<file path="config.mk">
export PLATFORM = sky130hd
export DESIGN_NAME = ps2_key_rx
export DESIGN_NICKNAME = d
export VERILOG_FILES = /design/src/rtl/ps2_key_rx.sv
export SDC_FILE = /design/constraint.sdc
export NUM_CORES = 1
export LEC_CHECK = 0
export ABC_AREA = 1
export CAP_MARGIN = 20
export CORE_UTILIZATION = 52
export DETAILED_ROUTE_END_ITERATION = 8
export PLACE_DENSITY = 0.85
export SLEW_MARGIN = 5
export SYNTH_ARGS = -nofsm -noshare
export SYNTH_HDL_FRONTEND = slang
export SYNTH_SLANG_ARGS = --single-unit
</file>
<file path="constraint.sdc">
create_clock -name clk -period 1.7 [get_ports clk]
set_input_delay 0.51 -clock clk [delete_from_list [all_inputs] [get_ports clk]]
set_output_delay 0.51 -clock clk [all_outputs]
set_load 0.01 [all_outputs]
</file>
<file path="src/rtl/ps2_key_rx.sv">
// PS/2 keyboard receiver: synchronizes and deglitches the device clock, frames
// 11-bit PS/2 packets, checks odd parity and stop bit, and decodes a handful of
// game keys (arrows via the E0 prefix, space/enter as start) into level outputs.
module ps2_key_rx #(
    parameter int FILTER_LEN     = 8,
    parameter int TIMEOUT_CYCLES = 12000
) (
    input  logic       clk,
    input  logic       rst,
    input  logic       ps2_clk,
    input  logic       ps2_data,
    output logic [7:0] scan_code,
    output logic       code_valid,
    output logic       frame_err,
    output logic       left,
    output logic       right,
    output logic       up,
    output logic       down,
    output logic       start
);

    localparam int FCW = $clog2(FILTER_LEN + 1);
    localparam logic [FCW-1:0] FILT_MAX = FCW'(FILTER_LEN - 1);
    localparam logic [13:0] TIMEOUT_MAX = 14'(TIMEOUT_CYCLES - 1);

    typedef enum logic [1:0] {
        IDLE,
        DATA,
        PARITY,
        STOP
    } state_t;

    logic [1:0]     clkSync_q;
    logic [1:0]     dataSync_q;
    logic           filtClk_q;
    logic           filtClk_d;
    logic           filtClkPrev_q;
    logic [FCW-1:0] filtCnt_q;
    logic [FCW-1:0] filtCnt_d;
    logic           fallEdge;
    logic           dataBit;

    state_t         state_q;
    logic [2:0]     bitCnt_q;
    logic [7:0]     shift_q;
    logic           parity_q;
    logic [13:0]    timeout_q;
    logic [7:0]     scanCode_q;
    logic           codeValid_q;
    logic           frameErr_q;
    logic           extFlag_q;
    logic           brkFlag_q;
    logic           left_q;
    logic           right_q;
    logic           up_q;
    logic           down_q;
    logic           space_q;
    logic           enter_q;

    // Two-flop synchronizers; idle level of the PS/2 lines is high.
    always_ff @(posedge clk) begin
        if (rst) begin
            clkSync_q  <= 2'b11;
            dataSync_q <= 2'b11;
        end else begin
            clkSync_q  <= {clkSync_q[0], ps2_clk};
            dataSync_q <= {dataSync_q[0], ps2_data};
        end
    end

    // Filtered clock flips only after FILTER_LEN consecutive disagreeing samples.
    always_comb begin
        filtClk_d = filtClk_q;
        filtCnt_d = '0;
        if (clkSync_q[1] != filtClk_q) begin
            if (filtCnt_q == FILT_MAX) begin
                filtClk_d = ~filtClk_q;
            end else begin
                filtCnt_d = filtCnt_q + 1'b1;
            end
        end
    end

    // Register the filtered clock and its previous value for edge detection.
    always_ff @(posedge clk) begin
        if (rst) begin
            filtClk_q     <= 1'b1;
            filtClkPrev_q <= 1'b1;
            filtCnt_q     <= '0;
        end else begin
            filtClk_q     <= filtClk_d;
            filtClkPrev_q <= filtClk_q;
            filtCnt_q     <= filtCnt_d;
        end
    end

    assign fallEdge = filtClkPrev_q & ~filtClk_q;
    assign dataBit  = dataSync_q[1];

    // Frame receiver, inactivity timeout and key decoder with registered outputs.
    always_ff @(posedge clk) begin
        if (rst) begin
            state_q     <= IDLE;
            bitCnt_q    <= '0;
            shift_q     <= '0;
            parity_q    <= 1'b0;
            timeout_q   <= '0;
            scanCode_q  <= '0;
            codeValid_q <= 1'b0;
            frameErr_q  <= 1'b0;
            extFlag_q   <= 1'b0;
            brkFlag_q   <= 1'b0;
            left_q      <= 1'b0;
            right_q     <= 1'b0;
            up_q        <= 1'b0;
            down_q      <= 1'b0;
            space_q     <= 1'b0;
            enter_q     <= 1'b0;
        end else begin
            codeValid_q <= 1'b0;
            frameErr_q  <= 1'b0;
            if (state_q == IDLE) begin
                timeout_q <= '0;
                if (fallEdge) begin
                    if (!dataBit) begin
                        state_q  <= DATA;
                        bitCnt_q <= '0;
                    end else begin
                        frameErr_q <= 1'b1;
                        extFlag_q  <= 1'b0;
                        brkFlag_q  <= 1'b0;
                    end
                end
            end else if (fallEdge) begin
                timeout_q <= '0;
                case (state_q)
                    DATA: begin
                        shift_q  <= {dataBit, shift_q[7:1]};
                        bitCnt_q <= bitCnt_q + 3'd1;
                        if (bitCnt_q == 3'd7) begin
                            state_q <= PARITY;
                        end
                    end
                    PARITY: begin
                        parity_q <= dataBit;
                        state_q  <= STOP;
                    end
                    STOP: begin
                        state_q <= IDLE;
                        if (dataBit && (^{shift_q, parity_q})) begin
                            scanCode_q  <= shift_q;
                            codeValid_q <= 1'b1;
                            if (shift_q == 8'hE0) begin
                                extFlag_q <= 1'b1;
                            end else if (shift_q == 8'hF0) begin
                                brkFlag_q <= 1'b1;
                            end else begin
                                if (extFlag_q) begin
                                    case (shift_q)
                                        8'h6B:   left_q  <= ~brkFlag_q;
                                        8'h74:   right_q <= ~brkFlag_q;
                                        8'h75:   up_q    <= ~brkFlag_q;
                                        8'h72:   down_q  <= ~brkFlag_q;
                                        default: ;
                                    endcase
                                end else begin
                                    case (shift_q)
                                        8'h29:   space_q <= ~brkFlag_q;
                                        8'h5A:   enter_q <= ~brkFlag_q;
                                        default: ;
                                    endcase
                                end
                                extFlag_q <= 1'b0;
                                brkFlag_q <= 1'b0;
                            end
                        end else begin
                            frameErr_q <= 1'b1;
                            extFlag_q  <= 1'b0;
                            brkFlag_q  <= 1'b0;
                        end
                    end
                    default: state_q <= IDLE;
                endcase
            end else if (timeout_q == TIMEOUT_MAX) begin
                state_q   <= IDLE;
                bitCnt_q  <= '0;
                shift_q   <= '0;
                timeout_q <= '0;
                extFlag_q <= 1'b0;
                brkFlag_q <= 1'b0;
            end else begin
                timeout_q <= timeout_q + 14'd1;
            end
        end
    end

    assign scan_code  = scanCode_q;
    assign code_valid = codeValid_q;
    assign frame_err  = frameErr_q;
    assign left       = left_q;
    assign right      = right_q;
    assign up         = up_q;
    assign down       = down_q;
    assign start      = space_q | enter_q;

endmodule

</file>
Word level (Yosys, flattened, before mapping)

Index checks and enable logic that the tools add are counted.

Bits in registers: 56
Bits of input ports: 4
Output and inout bits: 15
Word-level logic and storage cells: 118

$add $sub $neg: 3
Eq/ne operators: 24
Mux-type cells: 38
Bitwise gates (word level): 11
Reduce and logical (&&, ||, !) cells: 21

Operators by type and width:

| kind                  | count |
|---|---|
| $reduce_and 8->1      | 6 |
| $eq 8x7->1 const B    | 5 |
| $mux 8                | 3 |
| $mux 1                | 22 |
| $mux 3                | 6 |
| $eq 8x8->1 const B    | 2 |
| $add 14x1->14 const B | 1 |
| $eq 14x14->1 const B  | 1 |
| $mux 2                | 6 |
| $reduce_and 4->1      | 3 |
| $reduce_and 5->1      | 2 |
| $not 1->1             | 9 |
| $reduce_xor 9->1      | 1 |
| $eq 8x6->1 const B    | 1 |
| $ne 4x4->1 const B    | 2 |
| $reduce_or 4->1       | 2 |
| $ne 2x2->1 const B    | 3 |
| $ne 3x1->1 const B    | 2 |
| $reduce_and 3->1      | 2 |
| $ne 5x5->1 const B    | 1 |
| $add 4x1->4 const B   | 1 |
| $eq 2x2->1 const B    | 2 |
| $eq 4x3->1 const B    | 1 |
| $pmux 2 s2            | 1 |
| other kinds (12)      | 12 |

Depth between registers and ports, before layout

Gate-level depths: netlist of the first run.

Depth after elaboration: 7
Depth in mapped cells: 15
Mapped depth without buffers: 14

Worst setup path before layout of the first run

No wires, ideal clock.

Path type: register -> register
From: reg state_q[1]
To: reg down_q (netlist: down)
Library setup time: 0.113 ns
Arrival: 1.596 ns
Required time: 1.587 ns
Slack: -0.009 ns
Stages on the path, launching flop included: 9
Buffers on the path: 0
Period minus slack after synthesis: 1.709 ns
Path through: dfxtp_1 > inv_1 > ha_1 > nor2_2 > inv_1 > nor2_1 > nand3_1 > nor2_1 > nor2_1

Cells in the longest elaborated chain, start to end: 3
Elaborated cells on any way between the ends: 4
Classes of those cells: 1 x eq/ne; 1 x bitwise; 2 x reduce/logical

RTL lines:

| item                         | line | RTL |
|---|---|---|
| start: declaration           | 43   | `state_t state_q;` |
| start signal: assignment     | 103  | `state_q <= IDLE;` |
| start signal: assignment     | 126  | `state_q <= DATA;` |
| start signal: assignment     | 141  | `state_q <= PARITY;` |
| $logic_not 2->1              | 122  | `if (state_q == IDLE) begin` |
| $not 1->1 (no line)          | --   |  |
| $reduce_and 8->1 (no line) * | --   |  |
| end signal: assignment       | 163  | `8'h72: down_q <= ~brkFlag_q;` |
| end: declaration             | 56   | `logic down_q;` |

Mark *: on every way between the ends. The rest lies on a longest branch, timed or not.
A chain may end at the register's enable or synchronous reset.

Final worst setup path of the first run

From: reg shift_q[1]
To: reg extFlag_q

Cells in the longest elaborated chain, start to end: 6
Elaborated cells on any way between the ends: 11
Classes of those cells: 3 x eq/ne; 5 x mux; 3 x reduce/logical

RTL lines:

| item                                           | line     | RTL |
|---|---|---|
| start: declaration                             | 45       | `logic [7:0] shift_q;` |
| start signal: assignment                       | 138      | `shift_q <= {dataBit, shift_q[7:1]};` |
| $eq 8x8->1 or $reduce_xor 9->1 (tied branches) | 153, 150 |  |
| $mux 1 or $logic_and 1x1->1 (tied branches)    | 153, 150 |  |
| $mux 1                                         | 150      | `if (dataBit && (^{shift_q, parity_q})) begin` |
| $mux 1                                         | 136      | `case (state_q)` |
| $mux 1                                         | 134      | `end else if (fallEdge) begin` |
| $mux 1                                         | 122      |  |
| end signal: assignment                         | 130      | `extFlag_q <= 1'b0;` |
| end signal: assignment                         | 154      | `extFlag_q <= 1'b1;` |
| end signal: assignment                         | 173      | `extFlag_q <= 1'b0;` |
| end: declaration                               | 51       | `logic extFlag_q;` |

Parallel ways exist; a longest one is shown, timed or not. The select of a mux whose other input is x is not followed.

==> flow_summary.ini, run 1 <==
[clocking]
clkLatencyLatePin_ns = 0.31
cts_tree = yes
cts.sinks = 56
htree_levels = 2
cts_buffer_depth = 2
clk_pin_slew_ns = 0.10
cts-root-buf = clkbuf_8
hold_buffers = 0
cts_inserted_buffers = 5

[timing]
hold_violations = 0
period_share_pct = 102
fin_ws_ns = -0.0302
min_period_ns = 1.73
fmax_mhz = 578
relSlewSlack_pct = 75.2
setup_viol_count_final = 1
drv_slew = 0
rsz0062_at_grt = true
finClkSkew_ns = 0.00798
tightest_slew_ns = 0.371

[pwr]
switchingPower_uw = 452
ir_worst_vdd_uv = 637
p_int_mw = 1.76
combPwrFrac_pct = 1.9
pwr-share-clk_pct = 39.0
total_power_mw = 2.21
switching_share_pct = 20.4
power.share.sequential_pct = 59.1
leakage_nw = 1.63
power.density_nw_per_um2 = 614

[route]
wl_per_cell_um = 13.9
wl_mm = 6.91
drtAntennaViolNets = 0
dr.pass1.iters = 4
drc = 0
drt_iter0_drc = 173
vias = 2651
viasPerCell = 5.34

[placement]
placed_area_um2 = 3190
dpl.hpwl_mm = 4.53
placedCellCount = 481
detailedPlace.worstSlack_ns = -0.0122
io_buffers = 18
gp_routability_congestion = 0.927

[run]
cap_violations = 0

[critical_path]
slowest_stage = dfxtp_4
slowest_delay_ns = 0.38
critPathArrivalTime_ns = 1.98
crit_chain = inv_2 > nand2_2 > nand2_2 > nand2_2 > nand2_2 > nand2_2 > nand2_2 > nand2_2 > nand3_4 > nor2_2 > nand2_1 > nand3_1 > nand2_1 > nor2_1
crit_top_cell = nand2_2
cp_max_fo = 4
cp-end-kind = register
crit_type = register to register
start_kind = register
cp.required_ns = 1.95

[layout]
final_nets = 440
area_growth_pct = 34.3
stdcell_count = 496
final_area_um2 = 3600
n_fill_cell = 360
diodes = 0
drive_above_1_share_pct = 31.0
fin_util_pct = 74.3

[global_routing]
grt_max_degree = 19
grt_pass1_vias = 2534
grt_usage_pct = 25.3
antenna_found_initial = 0
grt_first_pass_wirelength_mm = 10.6
overflow = 0

[synth]
synth-edff-count = 0
synth_top_cell_by_area = dfxtp_1
ys_seq_area_share_pct = 41.8
yosysUniqueCellTypes = 33
synth_nets = 384
syn_inst = 372
async_flop_share_pct = 0
yosysMostFrequentCell = nand2_1
synth_area_leaders = dfxtp_1 42%, nand2_1 9.7%, nor2_1 8.3%, inv_1 6.0%, a21oi_1 4.8%
netlist_area_um2 = 2680
yosys_warnings = 0
synth-seq-cells = 56
synthTopCellsByCount = 69 x nand2_1, 59 x nor2_1, 56 x dfxtp_1
synthFlopType = dfxtp_1
netlist.area_leader.share_pct = 41.8
syn_area_per_cell_um2 = 7.21

[floorplanning]
die_x_um = 73.8
coreArea_um2 = 4850
initial_utilization_pct = 55.4
io_pins = 19
die_y_um = 73.8
row_count = 25
die_area_um2 = 5450

[run_status]
status = finished with violations
failed_checks = setup timing

[hold_path]
hp-class = register to register
-- placed cells by master, fill, tap and decap left out, types with 2 or more instances in the layout --
cell              n
dlymetal6s2s_1    8
nor3b_1           4
inv_2             5
buf_4            37
a21oi_1          23
dfxtp_4           7
clkbuf_8          5
and3_1            2
inv_1            37
ha_1              7
nand4_1           7
nand2_2          25
a21oi_2           3
nor2_1           51
buf_12            2
nand3_2           4
a211oi_1          7
o21ai_1           7
dfxtp_1          42
dfxtp_2           7
o21ai_0           8
clkdlybuf4s50_1   4
or2_2             5
nand2_1          48
inv_4             2
nand3_4           2
nand3b_1          4
nor2_4            5
nand2_4           2
nor3_2            4
nand3_1          13
nor2_2            6
dlygate4sd2_1     6
nor3_1           10
-- critical path: cells and delay by family (launching register included) --
kind                   cells  cell delay (ns)
buffers and inverters      1             0.06
flip-flops                 1             0.38
AND/OR/NAND/NOR           13             1.22
-- state kept, by name (all words and copies together) (netlist names), 2 cells and up --
register,flops
timeout_q,14
scan_code,8
shift_q,8
filtCnt_q,4
bitCnt_q,3
clkSync_q,2
dataSync_q,2
state_q,2
-- what timing repair did --
item | CTS | global route
endpoints found under the setup margin | 18 | 52
resized for setup | 18 | 88
pin swaps | 0 | 25
buffers inserted | 1 | 6
-- kinds of logic after synthesis --
logic type	after synthesis	synth area share (%)
compound gates	57	12.4
simple gates	194	33.1
flops	56	41.8
buf+inv	53	7.65
xor+xnor	4	1.31
fa+ha+maj	8	3.73
-- final timing paths --
| path | start | to | slack [ns] | cells past startpoint |
|---|---|---|---|---|
| max | shift_q[1] | extFlag_q | -0.03 | 14 |
| min | dataSync_q[0] | dataSync_q[1] | 0.42 | 1 |
| max reg2reg | shift_q[1] | extFlag_q | -0.03 | 14 |
| min reg2reg | dataSync_q[0] | dataSync_q[1] | 0.42 | 1 |
-- power groups by stage --
stage / clock, mW / combinational (mW) / sequential, mW
floorplan: 0 / 0.0230 / 1.35
global placement: 0 / 0.0382 / 1.35
detailed placement: 0 / 0.0397 / 1.35
CTS: 0.874 / 0.0403 / 1.32
global route: 0.922 / 0.0466 / 1.31
finish: 0.862 / 0.0423 / 1.31
-- per-layer routing --
layer | up-vias | wire length (um) | GRT usage [%]
li1 | 1320 | - | -
met1 | 1233 | 2880 | 27.5
met2 | 72 | 3490 | 47.3
met3 | 26 | 316 | 5.08
met4 | 0 | 218 | 10.7
met5 | - | 0 | 0
-- per-stage QoR --
step,setup TNS [ns],hold WS (ns)
3_3_place_gp,0,0.393
4_1_cts,-0.00339,0.423
3_5_place_dp,-0.0341,0.398
2_1_floorplan,0,0.389
6_report,-0.0302,0.420
5_1_grt,-1.28,0.456
-- area by class of cell --
class | count | area, um2 | area share (%)
timing repair buffer | 58 | 522 | 14.5
clock buffer | 6 | 72.6 | 2.01
multi-input combinational | 263 | 1560 | 43.4
sequential | 56 | 1160 | 32.1
inverter | 44 | 170 | 4.72
tap | 67 | 83.8 | 2.33
clock inverter | 2 | 35.0 | 0.972
No activity file was read; power rests on OpenSTA's default activity.
==> run 2, diff against run 1 <==
GPL_TIMING_DRIVEN = 1   (was default)
==> results of run 2 <==
Final layout, timing and power as in run 1 (identical DEF).
